### src/rtl/pattern_tx_pkg.sv
// Shared symbol, state and marker constants for the
// BBCBC pattern transmitter and detector.
package pattern_tx_pkg;

  localparam logic SYM_B = 1'b0;
  localparam logic SYM_C = 1'b1;

  localparam logic [1:0] ST_IDLE      = 2'd0;
  localparam logic [1:0] ST_SEND_WORD = 2'd1;
  localparam logic [1:0] ST_SEND_PAT  = 2'd2;
  localparam logic [1:0] ST_GAP       = 2'd3;

  localparam int DEF_PAT_LEN = 5;

  localparam logic [DEF_PAT_LEN-1:0] DEF_PATTERN = {
    SYM_B, SYM_B, SYM_C, SYM_B, SYM_C
  };

  function automatic logic [3:0] clamp_len(
    input logic [3:0] len,
    input int         width
  );
    if (int'(len) > width) begin
      return 4'(width);
    end
    return len;
  endfunction

endpackage

### src/rtl/piso_shift.sv
// Loadable MSB-first parallel-in/serial-out shifter.
// Zeros shift in behind the data, so bit_out idles low.
module piso_shift #(
  parameter int W  = 8,
  parameter int CW = $clog2(W + 1)
) (
  input  logic          clk,
  input  logic          rst,
  input  logic          load,
  input  logic          shift,
  input  logic [W-1:0]  data,
  input  logic [CW-1:0] len,
  output logic          bit_out,
  output logic [CW-1:0] remaining
);

  logic [W-1:0] sreg;

  always_ff @(posedge clk or posedge rst) begin
    if (rst) begin
      sreg      <= '0;
      remaining <= '0;
    end else if (load) begin
      sreg      <= data;
      remaining <= len;
    end else if (shift && remaining != '0) begin
      sreg      <= sreg << 1;
      remaining <= remaining - CW'(1);
    end
  end

  assign bit_out = sreg[W-1];

endmodule

### src/rtl/pattern_tx.sv
// Serial word/marker transmitter feeding the BBCBC
// detector; markers preempt idle words, never words.
module pattern_tx
  import pattern_tx_pkg::*;
#(
  parameter int WIDTH   = 8,
  parameter int GAP     = 1,
  parameter int PAT_LEN = DEF_PAT_LEN,
  parameter logic [PAT_LEN-1:0] PATTERN = DEF_PATTERN
) (
  input  logic             clk,
  input  logic             rst,
  input  logic [WIDTH-1:0] word_in,
  input  logic [3:0]       len_in,
  input  logic             word_valid,
  output logic             word_ready,
  input  logic             pat_req,
  output logic             d_out,
  output logic             valid_out,
  output logic             busy,
  output logic [7:0]       pat_count
);

  localparam int PW = (WIDTH > PAT_LEN) ? WIDTH : PAT_LEN;
  localparam int CW = $clog2(PW + 1);
  localparam int GW = 4;

  localparam logic [PW-1:0] PAT_ALIGNED =
    PW'(PATTERN) << (PW - PAT_LEN);

  localparam logic [1:0] ST_AFTER =
    (GAP > 0) ? ST_GAP : ST_IDLE;

  logic [1:0]    state;
  logic [1:0]    state_n;
  logic          pending;
  logic          pending_n;
  logic [GW-1:0] gap_cnt;
  logic [GW-1:0] gap_n;
  logic          valid_n;
  logic          pat_inc;

  logic          load;
  logic          shift;
  logic [PW-1:0] load_data;
  logic [CW-1:0] load_len;
  logic          ser_bit;
  logic [CW-1:0] remaining;

  logic [3:0]    len_c;
  logic [PW-1:0] word_aligned;
  logic          start_pat;
  logic          take_word;
  logic          last_bit;

  assign len_c = clamp_len(len_in, WIDTH);

  assign word_aligned =
    PW'(word_in) << (PW - int'(len_c));

  // A fresh pat_req in IDLE counts as pending this cycle.
  assign start_pat = (state == ST_IDLE)
                   && (pending || pat_req);

  assign word_ready = (state == ST_IDLE)
                    && !pending && !pat_req;

  assign take_word = word_ready && word_valid;
  assign last_bit  = (remaining == CW'(1));

  assign pending_n = start_pat ? 1'b0
                   : (pending || pat_req);

  always_comb begin
    state_n   = state;
    gap_n     = gap_cnt;
    valid_n   = 1'b0;
    load      = 1'b0;
    shift     = 1'b0;
    load_data = '0;
    load_len  = '0;
    pat_inc   = 1'b0;
    unique case (state)
      ST_IDLE: begin
        if (start_pat) begin
          state_n   = ST_SEND_PAT;
          load      = 1'b1;
          load_data = PAT_ALIGNED;
          load_len  = CW'(PAT_LEN);
          valid_n   = 1'b1;
        end else if (take_word) begin
          if (len_c == 4'd0) begin
            state_n = ST_AFTER;
            gap_n   = GW'(GAP);
          end else begin
            state_n   = ST_SEND_WORD;
            load      = 1'b1;
            load_data = word_aligned;
            load_len  = CW'(len_c);
            valid_n   = 1'b1;
          end
        end
      end
      ST_SEND_WORD, ST_SEND_PAT: begin
        shift = 1'b1;
        if (last_bit) begin
          state_n = ST_AFTER;
          gap_n   = GW'(GAP);
          pat_inc = (state == ST_SEND_PAT);
        end else begin
          valid_n = 1'b1;
        end
      end
      ST_GAP: begin
        if (gap_cnt <= GW'(1)) begin
          state_n = ST_IDLE;
          gap_n   = '0;
        end else begin
          gap_n = gap_cnt - GW'(1);
        end
      end
      default: begin
        state_n = ST_IDLE;
        gap_n   = '0;
      end
    endcase
  end

  always_ff @(posedge clk or posedge rst) begin
    if (rst) begin
      state     <= ST_IDLE;
      pending   <= 1'b0;
      gap_cnt   <= '0;
      valid_out <= 1'b0;
      busy      <= 1'b0;
      pat_count <= '0;
    end else begin
      state     <= state_n;
      pending   <= pending_n;
      gap_cnt   <= gap_n;
      valid_out <= valid_n;
      busy      <= (state_n != ST_IDLE);
      if (pat_inc) begin
        pat_count <= pat_count + 8'd1;
      end
    end
  end

  piso_shift #(
    .W  (PW),
    .CW (CW)
  ) u_piso (
    .clk       (clk),
    .rst       (rst),
    .load      (load),
    .shift     (shift),
    .data      (load_data),
    .len       (load_len),
    .bit_out   (ser_bit),
    .remaining (remaining)
  );

  // The shifter empties to zero, so this flop idles low.
  assign d_out = ser_bit;

endmodule
### config.mk
export PLATFORM = sky130hd
export DESIGN_NAME = pattern_tx
export DESIGN_NICKNAME = d
export VERILOG_FILES = /design/src/rtl/pattern_tx_pkg.sv /design/src/rtl/piso_shift.sv /design/src/rtl/pattern_tx.sv
export SDC_FILE = /design/constraint.sdc
export NUM_CORES = 1
export LEC_CHECK = 0
export ABC_AREA = 0
export CAP_MARGIN = 10
export CORE_AREA = 2 2 84 86
export DETAILED_ROUTE_END_ITERATION = 7
export DIE_AREA = 0 0 86 88
export GPL_ROUTABILITY_DRIVEN = 0
export GPL_TIMING_DRIVEN = 0
export HOLD_SLACK_MARGIN = 0.1
export SLEW_MARGIN = 20
export SYNTH_ARGS = -nofsm -noshare
export SYNTH_HDL_FRONTEND = slang
export SYNTH_HIERARCHICAL = 1
export SYNTH_SLANG_ARGS = --single-unit
### constraint.sdc
create_clock -name clk -period 2.6 [get_ports clk]
set_input_delay 0.52 -clock clk [delete_from_list [all_inputs] [get_ports clk]]
set_output_delay 0.52 -clock clk [all_outputs]
set_load 0.01 [all_outputs]
# After elaboration in Yosys (flattened, before gate mapping)
# Cells that the tools add are included.
dict set report word_totals {
  reg_bits 29
  input_bits 16
  output_inout_bits 12
  word_cells 75
}
dict set report classes {
  add_sub_neg 4
  n_lt_le_gt_ge 2
  eq_ne 8
  n_shift 1
  muxes 37
  n_reduce_logical 15
}
# operator n
set ops {}
lappend ops {{4-bit 2-to-1 mux} 13}
lappend ops {{8-bit 2-to-1 mux} 6}
lappend ops {{8-bit by 32-bit left shift with 8-bit output} 1}
lappend ops {{4-bit case mux with 3 select lines} 1}
lappend ops {{1-bit 2-to-1 mux} 10}
lappend ops {{2-bit 2-to-1 mux} 5}
lappend ops {{8-bit by 1-bit adder with 8-bit output (second input constant)} 1}
lappend ops {{4-bit by 1-bit subtractor with 4-bit output (second input constant)} 2}
lappend ops {{2-bit inequality test (second input constant)} 3}
lappend ops {{2-bit case mux with 3 select lines} 1}
lappend ops {{1-bit logical AND} 5}
lappend ops {{4-bit by 4-bit subtractor with 5-bit output (first input constant)} 1}
lappend ops {{2-bit equality test (second input constant)} 2}
lappend ops {{4-bit by 1-bit equality test with 1-bit output (second input constant)} 1}
lappend ops {{4-bit > comparator (second input constant)} 1}
lappend ops {{4-bit by 1-bit <= comparator with 1-bit output (second input constant)} 1}
lappend ops {{4-bit zero test} 1}
lappend ops {{4-bit AND reduction} 1}
lappend ops {{2-bit nonzero test} 2}
lappend ops {{4-bit nonzero test} 1}
lappend ops {{2-bit by 1-bit equality test with 1-bit output (second input constant)} 1}
lappend ops {{1-bit zero test} 2}
lappend ops {{2-bit zero test} 1}
lappend ops {{2-bit by 1-bit inequality test with 1-bit output (second input constant)} 1}
lappend ops {{3 further kinds} 3}

# Depth between registers and ports, before layout
# Gate-level depths: netlist of run 1.
dict set report logic_depth {
  ltp_word 10
  depth_mapped 13
  depth_no_buf 10
}

# By module
# The synthesis of run 1 kept the hierarchy.
# mod instances cells_per_inst area_each_um2 seq_area_each_um2
set by_module_without_submodules {}
lappend by_module_without_submodules {pattern_tx 1 171 1401.3 425.4}
lappend by_module_without_submodules {piso_shift 1 73 694.4 300.3}

# Least setup slack after synthesis of run 1
# OpenSTA, ideal clock, no wires.
dict set report synth_timing {
  path_type {input-to-reg}
  startpoint {input len_in[0]}
  endpoint {register u_piso.remaining[2]}
  setup_ps 136
  arrival_ps 2482
  required_time_ps 2464
  path_slack_ps -18
  path_stages 12
  n_path_buf 4
  path_cell_list {buf_2 -> and2b_1 -> inv_1 -> ha_1 -> buf_6 -> nor3b_4 -> o21ai_0 -> nand2_1 -> inv_1 -> clkbuf_1 -> clkbuf_1 -> o21ai_0}
}
dict set report synth_between {
  elab_chain_cells 9
  elab_cells_between_ends 14
  classes_between {order compare: 1; mux: 11; reduce/logical: 2}
}
# item line_no
set synth_rtl {}
lappend synth_rtl {{start: declaration} pattern_tx.sv:14} ;# input logic [3:0] len_in,
lappend synth_rtl {{4-bit > comparator} pattern_tx_pkg.sv:23} ;# if (int'(len) > width) begin
lappend synth_rtl {{1-bit 2-to-1 mux} pattern_tx_pkg.sv:23}
lappend synth_rtl {{4-bit 2-to-1 mux *} pattern_tx_pkg.sv:26} ;# return len;
lappend synth_rtl {{4-bit zero test *} pattern_tx.sv:92} ;# if (len_c == 4'd0) begin
lappend synth_rtl {{1-bit 2-to-1 mux *} pattern_tx.sv:92}
lappend synth_rtl {{1-bit 2-to-1 mux *} pattern_tx.sv:91} ;# end else if (take_word) begin
lappend synth_rtl {{1-bit 2-to-1 mux *} pattern_tx.sv:85} ;# if (start_pat) begin
lappend synth_rtl {{1-bit 2-to-1 mux *} pattern_tx.sv:83} ;# unique case (state)
lappend synth_rtl {{net load} pattern_tx.sv:43} ;# logic load;
lappend synth_rtl {{4-bit 2-to-1 mux or 2-bit nonzero test (tied branches)} --}
lappend synth_rtl {{end signal: assignment} piso_shift.sv:25} ;# remaining <= len;
lappend synth_rtl {{end signal: assignment} piso_shift.sv:28} ;# remaining <= remaining - CW'(1);
lappend synth_rtl {{end: declaration} piso_shift.sv:14} ;# output logic [CW-1:0] remaining
# The timed path passes the listed nets; every way through them passes the cells marked *.
# A chain may end at the register's enable or synchronous reset.

# Final worst setup path of run 1
dict set report layout_timing {
  startpoint {input len_in[3]}
  endpoint {register u_piso.sreg[1]}
}
dict set report layout_between {
  elab_cells_between_ends 16
  classes_between {add/sub: 1; order compare: 1; shift: 1; mux: 11; reduce/logical: 2}
}
# item line_no
set layout_rtl {}
lappend layout_rtl {{4-bit > comparator} pattern_tx_pkg.sv:23}
lappend layout_rtl {{1-bit 2-to-1 mux} pattern_tx_pkg.sv:23}
lappend layout_rtl {{4-bit 2-to-1 mux *} pattern_tx_pkg.sv:26}
lappend layout_rtl {{4-bit zero test *} pattern_tx.sv:92}
lappend layout_rtl {{1-bit 2-to-1 mux *} pattern_tx.sv:92}
lappend layout_rtl {{1-bit 2-to-1 mux *} pattern_tx.sv:91}
lappend layout_rtl {{1-bit 2-to-1 mux *} pattern_tx.sv:85}
lappend layout_rtl {{1-bit 2-to-1 mux *} pattern_tx.sv:83}
lappend layout_rtl {{net load} pattern_tx.sv:43}
lappend layout_rtl {{8-bit 2-to-1 mux or 2-bit nonzero test (tied branches)} --}
lappend layout_rtl {{end signal: assignment} piso_shift.sv:24} ;# sreg <= data;
lappend layout_rtl {{end signal: assignment} piso_shift.sv:27} ;# sreg <= sreg << 1;
lappend layout_rtl {{end: declaration} piso_shift.sv:17} ;# logic [W-1:0] sreg;
# Marks and branches as above.

==> metrics.md, run 1 <==
| Metric | Value |
|---|---|
| Worst slew pin tran | between 0.6 and 0.7 ns |
| Layout cells sized above 1 | between 10 and 15% |
| Clock share of power | roughly 17% |
| Row count | 30 |
| Die Width | around 86 microns |
| Synth area leader | dfrtp_1 |
| Comb power frac | between 50% and 60% |
| Clock root buffer master | clkbuf_8 |
| All-Layer GR Usage | 13.4% |
| Largest net degree at the start of global routing | 18 |
| CP arrival | between 2 and 3 ns |
| Initial antenna violation count | 0 |
| RR Startpoint | state[0]$_DFF_PP0_ |
| Die Footprint | between 0.007 and 0.008 sq mm |
| Post-route minimum period | 2.45 ns |
| Sequential area share after synthesis | between 30% and 40% |
| Hold Slack | 0.479 ns |
| DRC viols | 0 |
| Dpl cell area | 0.00245 sq mm |
| CTS clk-pin slew, worst paths | about 0.060 ns |
| DRT Pass-1 Iters | 4 |
| CTS tree | built |
| Mapped Nets | ~270 |
| Sequential power share | between 20% and 30% |
| Critical register-to-register path endpoint | u_piso/sreg[4]$_DFFE_PP0P_ |
| Worst EP required | ~2.8 ns |
| Via count | 1,844 |
| FMAX | roughly 410 MHz |
| Setup crit start | len_in[3] |
| Crit path capture | u_piso/sreg[1]$_DFFE_PP0P_ |
| Core area | roughly 0.0066 sq mm |
| Clock Sink Count | 29 |
| Final WL | 4790 microns |
| ANT nets after route | 0 |
| Final Hold Fails | 0 |
| Via density | a little over 5 |
| Gate Count Post-Synth | approximately 240 |
| Area contributors post-synth | dfrtp_1 35%, ha_1 4.8%, nor2_1 3.9% |
| Synth-to-layout area growth | 22.9% |
| Max Buffers Root-to-Sink | 2 |
| Final nets | around 300 |
| IO buf count | 25 |
| Antenna cells | 0 |
| Switching pwr | approximately 1 mW |
| Design Power | 2.35 mW |
| YS warnings | 6 |
| Startpoint Class | primary input |
| Fin. max-slew vios | 0 |
| P_int | 1.37 mW |
| Peak supply drop | about 250 uV |
| Initial core utilization | approximately a third |
| Period utilization | 94.3% |
| Vias in the first global route | 1,734 |
| Mapped cell area | around 0.0021 sq mm |
| Sw Ratio | 41.6% |
| Post-synth top area share | about 35% |
| Status | complete, no violations |
| Worst Skew | 0.00651 ns |
| Leakage | between 1 and 1.5 nW |
| Predominant post-synthesis flop cell | dfrtp_1 |
| Final HPWL from detailed placement | 3580 microns |
| DIE HEIGHT | 88 microns |
| Drt wl/cell | 13.4 microns |
| MaxCap Viol Count | 0 |
| EDFF count, synth | 0 |
| Crit Path Category | in -> reg |
| #FFs+latches synth | 29 |
| Worst r2r path cells | 8 |
| Max Fanout on Critical Path | 10 |
| H-Tree Depth | 2 |
| Async set-or-reset flop fraction in the synthesized netlist | between 90% and 100% |
| TritonCTS Buffers | 5 |
| Slew headroom | a little under three fifths |
| GRT overflow | 0 |
| Min-Delay Path Class | reg -> reg |
| Synth cell types | 53 |
| Flop-to-flop setup slack | roughly 0.66 ns |
| CTS Hold Buffers Added | 0 |
| First-pass GRT wire length | 8160 microns |
| Finished Cell Area | approximately 0.0026 sq mm |
| RSZ-0062 raised after global routing | no |
| Syn_area_per_cell | 8.59 sq um |
| Ports | 28 |
| Initial DRC count | 120 |
| Worst skew pair latency | approximately 0.28 ns |
| Pwr Density | around 910 mW/mm^2 |
| Setup crit end kind | flip-flop |
| Final setup viols | 0 |
metal layers:
layer,vias to the layer above,global-route usage [%],wire length [microns]
li1,940,-,-
met1,864,18.9,2410
met2,34,20.4,2150
met3,6,2.54,157
met4,0,4.76,72
met5,-,0,0
area by class of cell:
class | instances | area [sq um]
Inverter | 18 | 67.6
Tap cell | 80 | 100
Clock buffer | 6 | 82.6
Timing Repair Buffer | 27 | 268
Buffer | 13 | 86.3
Sequential cell | 29 | 726
Clock inverter | 2 | 13.8
Fill cell | 662 | 4070
Multi-Input combinational cell | 183 | 1230
sequential cells by signal, summed over array words and instances, names as in the netlist:
name              flops
u_piso/remaining      4
pending               1
u_piso/sreg           8
gap_cnt               4
valid_out             1
state                 2
busy                  1
pat_count             8
synth_stat cells (2+ instances only):
cell type and number:
nand3_1 4, buf_6 3, mux2i_1 8, and3_1 4, nand2b_1 10, buf_2 2, o21ai_1 3, nand4_1 2
a211o_1 2, clkbuf_1 9, o31ai_1 5, nor2_1 22, dfrtp_1 29, a22o_1 2, o31a_1 2, and2_1 4
or2_1 2, nor4_1 3, a221o_1 2, inv_1 18, a211oi_1 2, xor2_1 3, nand2_1 20, nor2b_1 3
ha_1 8, a32oi_1 3, o21ai_0 13, xnor2_1 5, a21oi_1 14, o211ai_1 7, nand4b_1 6, nor3_1 3
power groups by stage:
stage                     clock, mW  sequential, mW  combinational, mW
after floorplan                   0           0.681              0.903
after CTS                     0.407           0.673               1.29
after global routing          0.424           0.687               1.45
final                         0.392           0.673               1.29
after global placement            0           0.676               1.26
after detailed placement          0           0.678               1.28
layout by cell type (no fill, tap or decap), types with 4 or more instances in the layout:
cell and n:
a21oi_1 14, and2_1 4, and3_1 4, clkbuf_1 4, clkbuf_8 6, clkdlybuf4s50_1 24
dfrtp_1 29, ha_1 7, inv_1 17, mux2i_1 8, nand2_1 20, nand2b_1 10
nand3_1 4, nand4b_1 6, nor2_1 22, o211ai_1 7, o21ai_0 13, o31ai_1 5
xnor2_1 5
worst max-delay path, stage by stage:
cell and delay, ns:
clkbuf_4 0.18, clkbuf_4 0.21, nand2b_1 0.15, ha_1 0.17, buf_6 0.14, nor3b_4 0.23
o21ai_0 0.10, nand2_1 0.12, inv_1 0.09, buf_2 0.18, clkbuf_4 0.20, a32oi_1 0.20
o31ai_1 0.11
metrics by stage:
step                      worst slack (ns)  cells  util [%]  setup TNS [ns]
after CTS                          0.00961    356      38.4               0
after detailed placement            -0.473    349      36.8           -4.51
after global placement              -0.482    349      36.8           -4.71
after floorplan                     0.0407    244         -               0
final                                0.148    358      38.8               0
after global routing                0.0158    358      38.8               0
cells by family (layout without fill, tap and decap cells):
logic type	count (synthesis)	after routing	share of synthesized area, %
simple gates	93	93	24.5
compound gates	63	63	20.1
buf+inv	32	66	6.92
flops	29	29	34.6
mux	10	10	4.90
xor+xnor	9	9	4.12
fa+ha+maj	8	8	4.78
timing repair:
item	in CTS	in global routing
endpoints found under the setup margin	11	13
buffers inserted	0	2
cloned	0	0
gates resized for setup	4	10
how the worst min path moves through the flow:
stage / startpoint / cells past startpoint / to
CTS: pat_count[7]$_DFFE_PP0P_ / 1 / pat_count[7]$_DFFE_PP0P_
finish: pat_count[7]$_DFFE_PP0P_ / 1 / pat_count[7]$_DFFE_PP0P_
detailed placement: pat_count[7]$_DFFE_PP0P_ / 1 / pat_count[7]$_DFFE_PP0P_
global route: pat_count[7]$_DFFE_PP0P_ / 1 / pat_count[7]$_DFFE_PP0P_
floorplan: rst / 1 / u_piso/remaining[0]$_DFFE_PP0P_
global placement: pat_count[7]$_DFFE_PP0P_ / 1 / pat_count[7]$_DFFE_PP0P_
Note: power is estimated with default switching activity, not from simulation.
==> run 2: changes to the inputs <==
Settings changed: ABC_CLOCK_PERIOD_IN_PS set to 2600, CORE_AREA 2 2 84 86 to 2 2 68 70, CTS_CLUSTER_SIZE set to 24, DIE_AREA 0 0 86 88 to 0 0 70 72, PLACE_DENSITY set to 0.72.
==> run 2 against run 1 <==
First-iteration DRC count down 6.7%. Power up 4.1%. Worst hold slack worse by 0.011 ns. Count of clock-buffer cells in the layout unchanged. Die area down 33%. Clock skew up 0.0027 ns. Global-route usage up 5.6 points. Flip-flop and latch count unchanged. Setup slack worse by 0.051 ns. Sequential power about the same. Combinational power about the same. Maximum frequency down 2.0%.
==> metrics.md, run 2 (same netlist as run 1, synthesis figures left out) <==
| Metric | Value |
|---|---|
| RR Startpoint | state[1]$_DFF_PP0_ |
| Layout cells sized above 1 | around 11% |
| Worst Skew | ~0.0092 ns |
| Most common cell after layout, fill and taps aside | dfrtp_1 |
| HP Start | pat_count[7]$_DFFE_PP0P_ |
| Worst EP required | approximately 2.1 ns |
| Period utilization | a little over nine tenths |
| Sw Ratio | 39.8% |
| Final HPWL from detailed placement | between 3000 and 4000 microns |
| Vias in the first global route | 1,711 |
| Crit Path Category | in -> out |
| Commonest cells after routing, fill and taps aside | 29 x dfrtp_1, 25 x clkdlybuf4s50_1, 22 x nor2_1 |
| Row count | 24 |
| MaxCap Viol Count | 0 |
| Top cell family by delay on the critical path | buffers and inverters |
| IO buf count | 25 |
| Leakage | between 1 and 1.5 nW |
| Die Footprint | ~0.0050 sq mm |
| Clock share of power | between 10% and 20% |
| Startpoint Class | primary input |
| Status | complete, no violations |
| Sequential Area | just over 700 sq um |
| Via density | between 5 and 6 |
| Largest regs | pat_count x8, u_piso/sreg x8 |
| GRT overflow | 0 |
| P_int | around 1.5 mW |
| Hold path depth | 1 |
| Largest net degree at the start of global routing | 18 |
| Final nets | approximately 300 |
| Max Buffers Root-to-Sink | 2 |
| DRT Pass-1 Iters | 4 |
| Worst r2r path cells | 8 |
| Ports | 28 |
| Slew headroom | around 57% |
| Hold path endpoint | pat_count[7]$_DFFE_PP0P_ |
| TritonCTS Buffers | 5 |
| Worst skew pair latency | between 0.2 and 0.3 ns |
| CTS tree | built |
| CP arrival | 1.98 ns |
| Final setup viols | 0 |
| Max Fanout on Critical Path | 6 |
| Worst slew pin tran | ~0.64 ns |
| First-pass GRT wire length | ~7600 microns |
| CTS Hold Buffers Added | 0 |
| Sequential power share | around 27% |
| Flop-to-flop setup slack | 0.67 ns |
| FMAX | 400 MHz |
| Initial antenna violation count | 0 |
| Fin. max-slew vios | 0 |
| Switching pwr | 0.975 mW |
| DIE HEIGHT | 72 microns |
| ANT nets after route | 0 |
| Setup crit end kind | output port |
| Antenna cells | 0 |
| Final WL | roughly 4600 microns |
| Critical register-to-register path endpoint | u_piso/sreg[4]$_DFFE_PP0P_ |
| Critical path's largest stage delay | ~0.55 ns |
| Synth-to-layout area growth | 22.3% |
| Initial core utilization | about half |
| Fillers | 400 |
| H-Tree Depth | 2 |
| Post-route minimum period | about 2.5 ns |
| Clock Sink Count | 29 |
| Final Hold Fails | 0 |
| Core area | around 0.0043 sq mm |
| Via count | roughly 1,900 |
| Fin util | between 60% and 70% |
| Initial DRC count | about 110 |
| DRC viols | 0 |
| Worst path bufs/invs | 3 |
| Critical path, cell by cell | clkdlybuf4s50_1 > or2_1 > clkbuf_1 > nor2_1 > clkdlybuf4s50_1 |
| Min-Delay Path Class | reg -> reg |
| Drt wl/cell | roughly 14 microns |
| Multi-input logic area | between 0.001 and 0.0015 sq mm |
| CTS clk-pin slew, worst paths | ~0.060 ns |
| Die Width | about 70 microns |
| Peak supply drop | 441 uV |
| All-Layer GR Usage | 19.0% |
| Crit-path slowest cell | clkdlybuf4s50_1 |
| Clock root buffer master | clkbuf_8 |
| Most used cell along the critical path | clkdlybuf4s50_1 |
| Comb power frac | 53.0% |
| Pwr Density | roughly 960 mW/mm^2 |
| Design Power | around 2.5 mW |
-- run 2: per-stage QoR --
step / TNS, ns / area, sq um / hold slack, ns / worst slack, ns / cells
final: 0 / 2560 / 0.468 / 0.0979 / 330
after floorplan: 0 / 2100 / 0.385 / 0.0407 / 244
after global placement: -4.36 / 2410 / 0.460 / -0.418 / 321
after detailed placement: -4.10 / 2410 / 0.468 / -0.398 / 321
after global routing: -0.0000628 / 2560 / 0.508 / -0.0000628 / 330
after CTS: 0 / 2530 / 0.477 / 0.0442 / 328
-- run 2: final cells by class --
class | instances | area share (%)
sequential | 29 | 28.3
buffer | 13 | 3.37
clock inverter | 2 | 1.46
inverter | 18 | 2.64
multi-input combinational | 183 | 48.1
clock buffer | 6 | 3.22
tap | 52 | 2.54
timing repair buffer | 27 | 10.4
-- run 2: timing repair --
item                                    4_1_cts  5_1_grt
buffers inserted                              0        2
gates cloned                                  0        0
pin swaps                                     0        0
gates resized for setup                       3       12
endpoints found under the setup margin       11       13
-- run 2: worst max path at each step --
stage | startpoint | to | cells past startpoint
2_1_floorplan | len_in[0] | u_piso/sreg[5]$_DFFE_PP0P_ | 12
3_3_place_gp | len_in[0] | u_piso/sreg[4]$_DFFE_PP0P_ | 13
3_5_place_dp | len_in[0] | u_piso/sreg[4]$_DFFE_PP0P_ | 13
4_1_cts | len_in[0] | u_piso/sreg[1]$_DFFE_PP0P_ | 13
5_1_grt | len_in[3] | u_piso/remaining[1]$_DFFE_PP0P_ | 13
6_report | pat_req | word_ready | 5
-- run 2: power by group through the flow --
stage                     Combinational (mW)  Clock, mW  Sequential (mW)
after floorplan                        0.903          0            0.681
after global placement                  1.24          0            0.675
after detailed placement                1.27          0            0.679
after CTS                               1.28      0.495            0.672
after global routing                    1.43      0.519            0.686
final                                   1.30      0.483            0.670
-- run 2: layer usage --
| metal | routed length, microns | up-vias | part of all wire, % | global-route usage (%) |
|---|---|---|---|---|
| met5 | 0 | - | 0 | 0 |
| met4 | 80 | 0 | 1.7 | 8.33 |
| met3 | 190 | 7 | 4.1 | 3.89 |
| met2 | 2130 | 52 | 46 | 30.3 |
| met1 | 2220 | 871 | 48 | 25.3 |
| li1 | - | 933 | - | - |
==> run 3: changes to the inputs <==
Settings changed: CORE_AREA 2 2 68 70 to 2 2 81 83, DIE_AREA 0 0 70 72 to 0 0 83 85, PLACE_DENSITY 0.72 to not set, SLEW_MARGIN 20 to not set.
==> run 3 against run 2 <==
First-iteration DRC count is 28% higher. Clock skew up 0.00074 ns. Worst hold slack better by 0.0036 ns. Global-route usage fell by 4.6 points. Cell count is 7.9% higher. Sequential power hardly changed. Power up 1.0%. Register-to-register slack worse by 0.05 ns. Non-clock buffer count increased by 1. Critical path type is now in -> reg. Largest power group unchanged.
==> metrics.md, run 3 (same netlist as run 1, synthesis figures left out) <==
| Metric | Value |
|---|---|
| Status | complete, no violations |
| Leakage | ~1.1 nW |
| Peak supply drop | between 300 and 400 uV |
| Final setup viols | 0 |
| Core area | 0.00620 sq mm |
| Largest net degree at the start of global routing | 18 |
| Critical register-to-register path endpoint | u_piso/sreg[4]$_DFFE_PP0P_ |
| Clock share of power | 19.9% |
| Setup TNS | 0 ns |
| Flop-to-flop setup slack | around 0.62 ns |
| Slew headroom | 56.9% |
| Max Fanout on Critical Path | 10 |
| MaxCap Viol Count | 0 |
| H-Tree Depth | 2 |
| Final nets | about 300 |
| Initial antenna violation count | 0 |
| Multi-input logic area | ~0.0012 sq mm |
| Worst r2r path cells | 8 |
| Final WL | 5000 microns |
| Row count | 29 |
| Worst slew pin tran | about 0.65 ns |
| DIE HEIGHT | between 80 and 90 microns |
| Fillers | 606 |
| Via count | 1,891 |
| Final HPWL from detailed placement | about 3700 microns |
| Top cell family by delay on the critical path | buffers and inverters |
| First-pass GRT wire length | 8320 microns |
| Hold path depth | 1 |
| Synth-to-layout area growth | 24.5% |
| Layout cells sized above 1 | between 10 and 15% |
| Vias in the first global route | about 1,700 |
| CTS Hold Buffers Added | 0 |
| Initial core utilization | about a third |
| Hold Slack | about 0.47 ns |
| DRT Pass-1 Iters | 4 |
| CTS tree | built |
| Max Buffers Root-to-Sink | 2 |
| Crit-path slowest cell | clkdlybuf4s50_1 |
| Worst path bufs/invs | 3 |
| Min-Delay Path Class | reg -> reg |
| Largest regs | pat_count x8, u_piso/sreg x8 |
| Startpoint Class | primary input |
| Sequential power share | about 27% |
| Critical path's largest stage delay | between 0.4 and 0.5 ns |
| RR Startpoint | state[0]$_DFF_PP0_ |
| CTS clk-pin slew, worst paths | about 0.070 ns |
| ANT nets after route | 0 |
| Design Power | roughly 2.5 mW |
| Via density | around 5.3 |
| DRC viols | 0 |
| HP Start | pat_count[7]$_DFFE_PP0P_ |
| IO buf count | 25 |
| Commonest cells after routing, fill and taps aside | 29 x dfrtp_1, 24 x clkdlybuf4s50_1, 22 x nor2_1 |
| Pwr Density | approximately 950 mW/mm^2 |
| Most common cell after layout, fill and taps aside | dfrtp_1 |
| FMAX | ~400 MHz |
| Clock Sink Count | 29 |
| Final Hold Fails | 0 |
| Drt wl/cell | ~14 microns |
| Critical path, cell by cell | clkdlybuf4s50_1 > nand2b_1 > ha_1 > buf_6 > and2_1 > clkbuf_1 > o21ai_4 > a21oi_1 > a221o_1 > nand2_1 > o211ai_1 |
| TritonCTS Buffers | 5 |
| Worst Skew | around 0.01 ns |
| Worst EP required | 2.75 ns |
| Initial DRC count | 143 |
| Die Width | around 83 microns |
| Die Footprint | around 0.0071 sq mm |
| Worst skew pair latency | ~0.28 ns |
| Hold path endpoint | pat_count[7]$_DFFE_PP0P_ |
| Fin util | approximately 42% |
| P_int | around 1.5 mW |
| Fin. max-slew vios | 0 |
| GRT overflow | 0 |
| Post-route minimum period | between 2 and 2.5 ns |
| Clock root buffer master | clkbuf_8 |
| All-Layer GR Usage | between 10% and 20% |
| Crit Path Category | in -> reg |
| Switching pwr | between 1 and 1.5 mW |
| Sw Ratio | about 40% |
| Antenna cells | 0 |
| Period utilization | 95.9% |
| CP arrival | ~2.7 ns |
| Setup crit end kind | flip-flop |
| Comb power frac | between 50% and 60% |
| Ports | 28 |
| Sequential Area | slightly above 700 sq um |
==> run 3: cell types whose count changed in the layout (fill, tap and decap cells not counted), sizes merged <==
cell	delta
clkdlybuf4s50	-1
clkbuf	+1
dlymetal6s2s	+1
==> run 3: worst max path at each step <==
stage | from | to | slack, ns | cells past startpoint
final | len_in[1] | u_piso/sreg[5]$_DFFE_PP0P_ | 0.11 | 11
after global routing | len_in[3] | u_piso/sreg[1]$_DFFE_PP0P_ | -0.009 | 13
after CTS | len_in[0] | u_piso/sreg[5]$_DFFE_PP0P_ | 0.02 | 12
after detailed placement | len_in[0] | u_piso/sreg[3]$_DFFE_PP0P_ | -0.41 | 13
after global placement | len_in[3] | u_piso/remaining[1]$_DFFE_PP0P_ | -0.39 | 13
after floorplan | len_in[0] | u_piso/sreg[5]$_DFFE_PP0P_ | 0.04 | 12
==> run 3: routing by layer <==
layer	global-route usage (%)	up-vias	wire length, microns
met1	20.6	896	2470
met5	0	-	0
li1	-	936	-
met2	22.0	55	2270
met4	4.92	0	51
met3	2.43	4	207
==> run 3: timing repair <==
action	CTS	global route
resized for setup	3	11
cloned	0	0
hold endpoints to repair	0	0
buffers inserted	0	3
pin swaps	0	1
endpoints found under the setup margin	11	11
==> run 3: layout make-up <==
cell class / count / share of cell area, %
plain buffers: 13 / 3.26
clock buffers: 6 / 3.16
clock inverters: 2 / 1.44
inverters: 18 / 2.59
multi-input cells: 183 / 47.5
flip-flops and latches: 29 / 27.8
well taps: 77 / 3.69
repair buffers: 28 / 10.5
==> run 3: stage by stage <==
step | area (sq um) | worst slack [ns] | instances
2_1_floorplan | 2100 | 0.0407 | 244
3_3_place_gp | 2440 | -0.385 | 346
3_5_place_dp | 2440 | -0.408 | 346
4_1_cts | 2570 | 0.0227 | 353
5_1_grt | 2610 | -0.00884 | 356
6_report | 2610 | 0.107 | 356
==> run 3: power groups by stage <==
stage | combinational, mW | clock, mW | sequential [mW]
finish | 1.32 | 0.493 | 0.667
global route | 1.45 | 0.541 | 0.685
CTS | 1.29 | 0.509 | 0.667
detailed placement | 1.28 | 0 | 0.675
global placement | 1.27 | 0 | 0.674
floorplan | 0.903 | 0 | 0.681
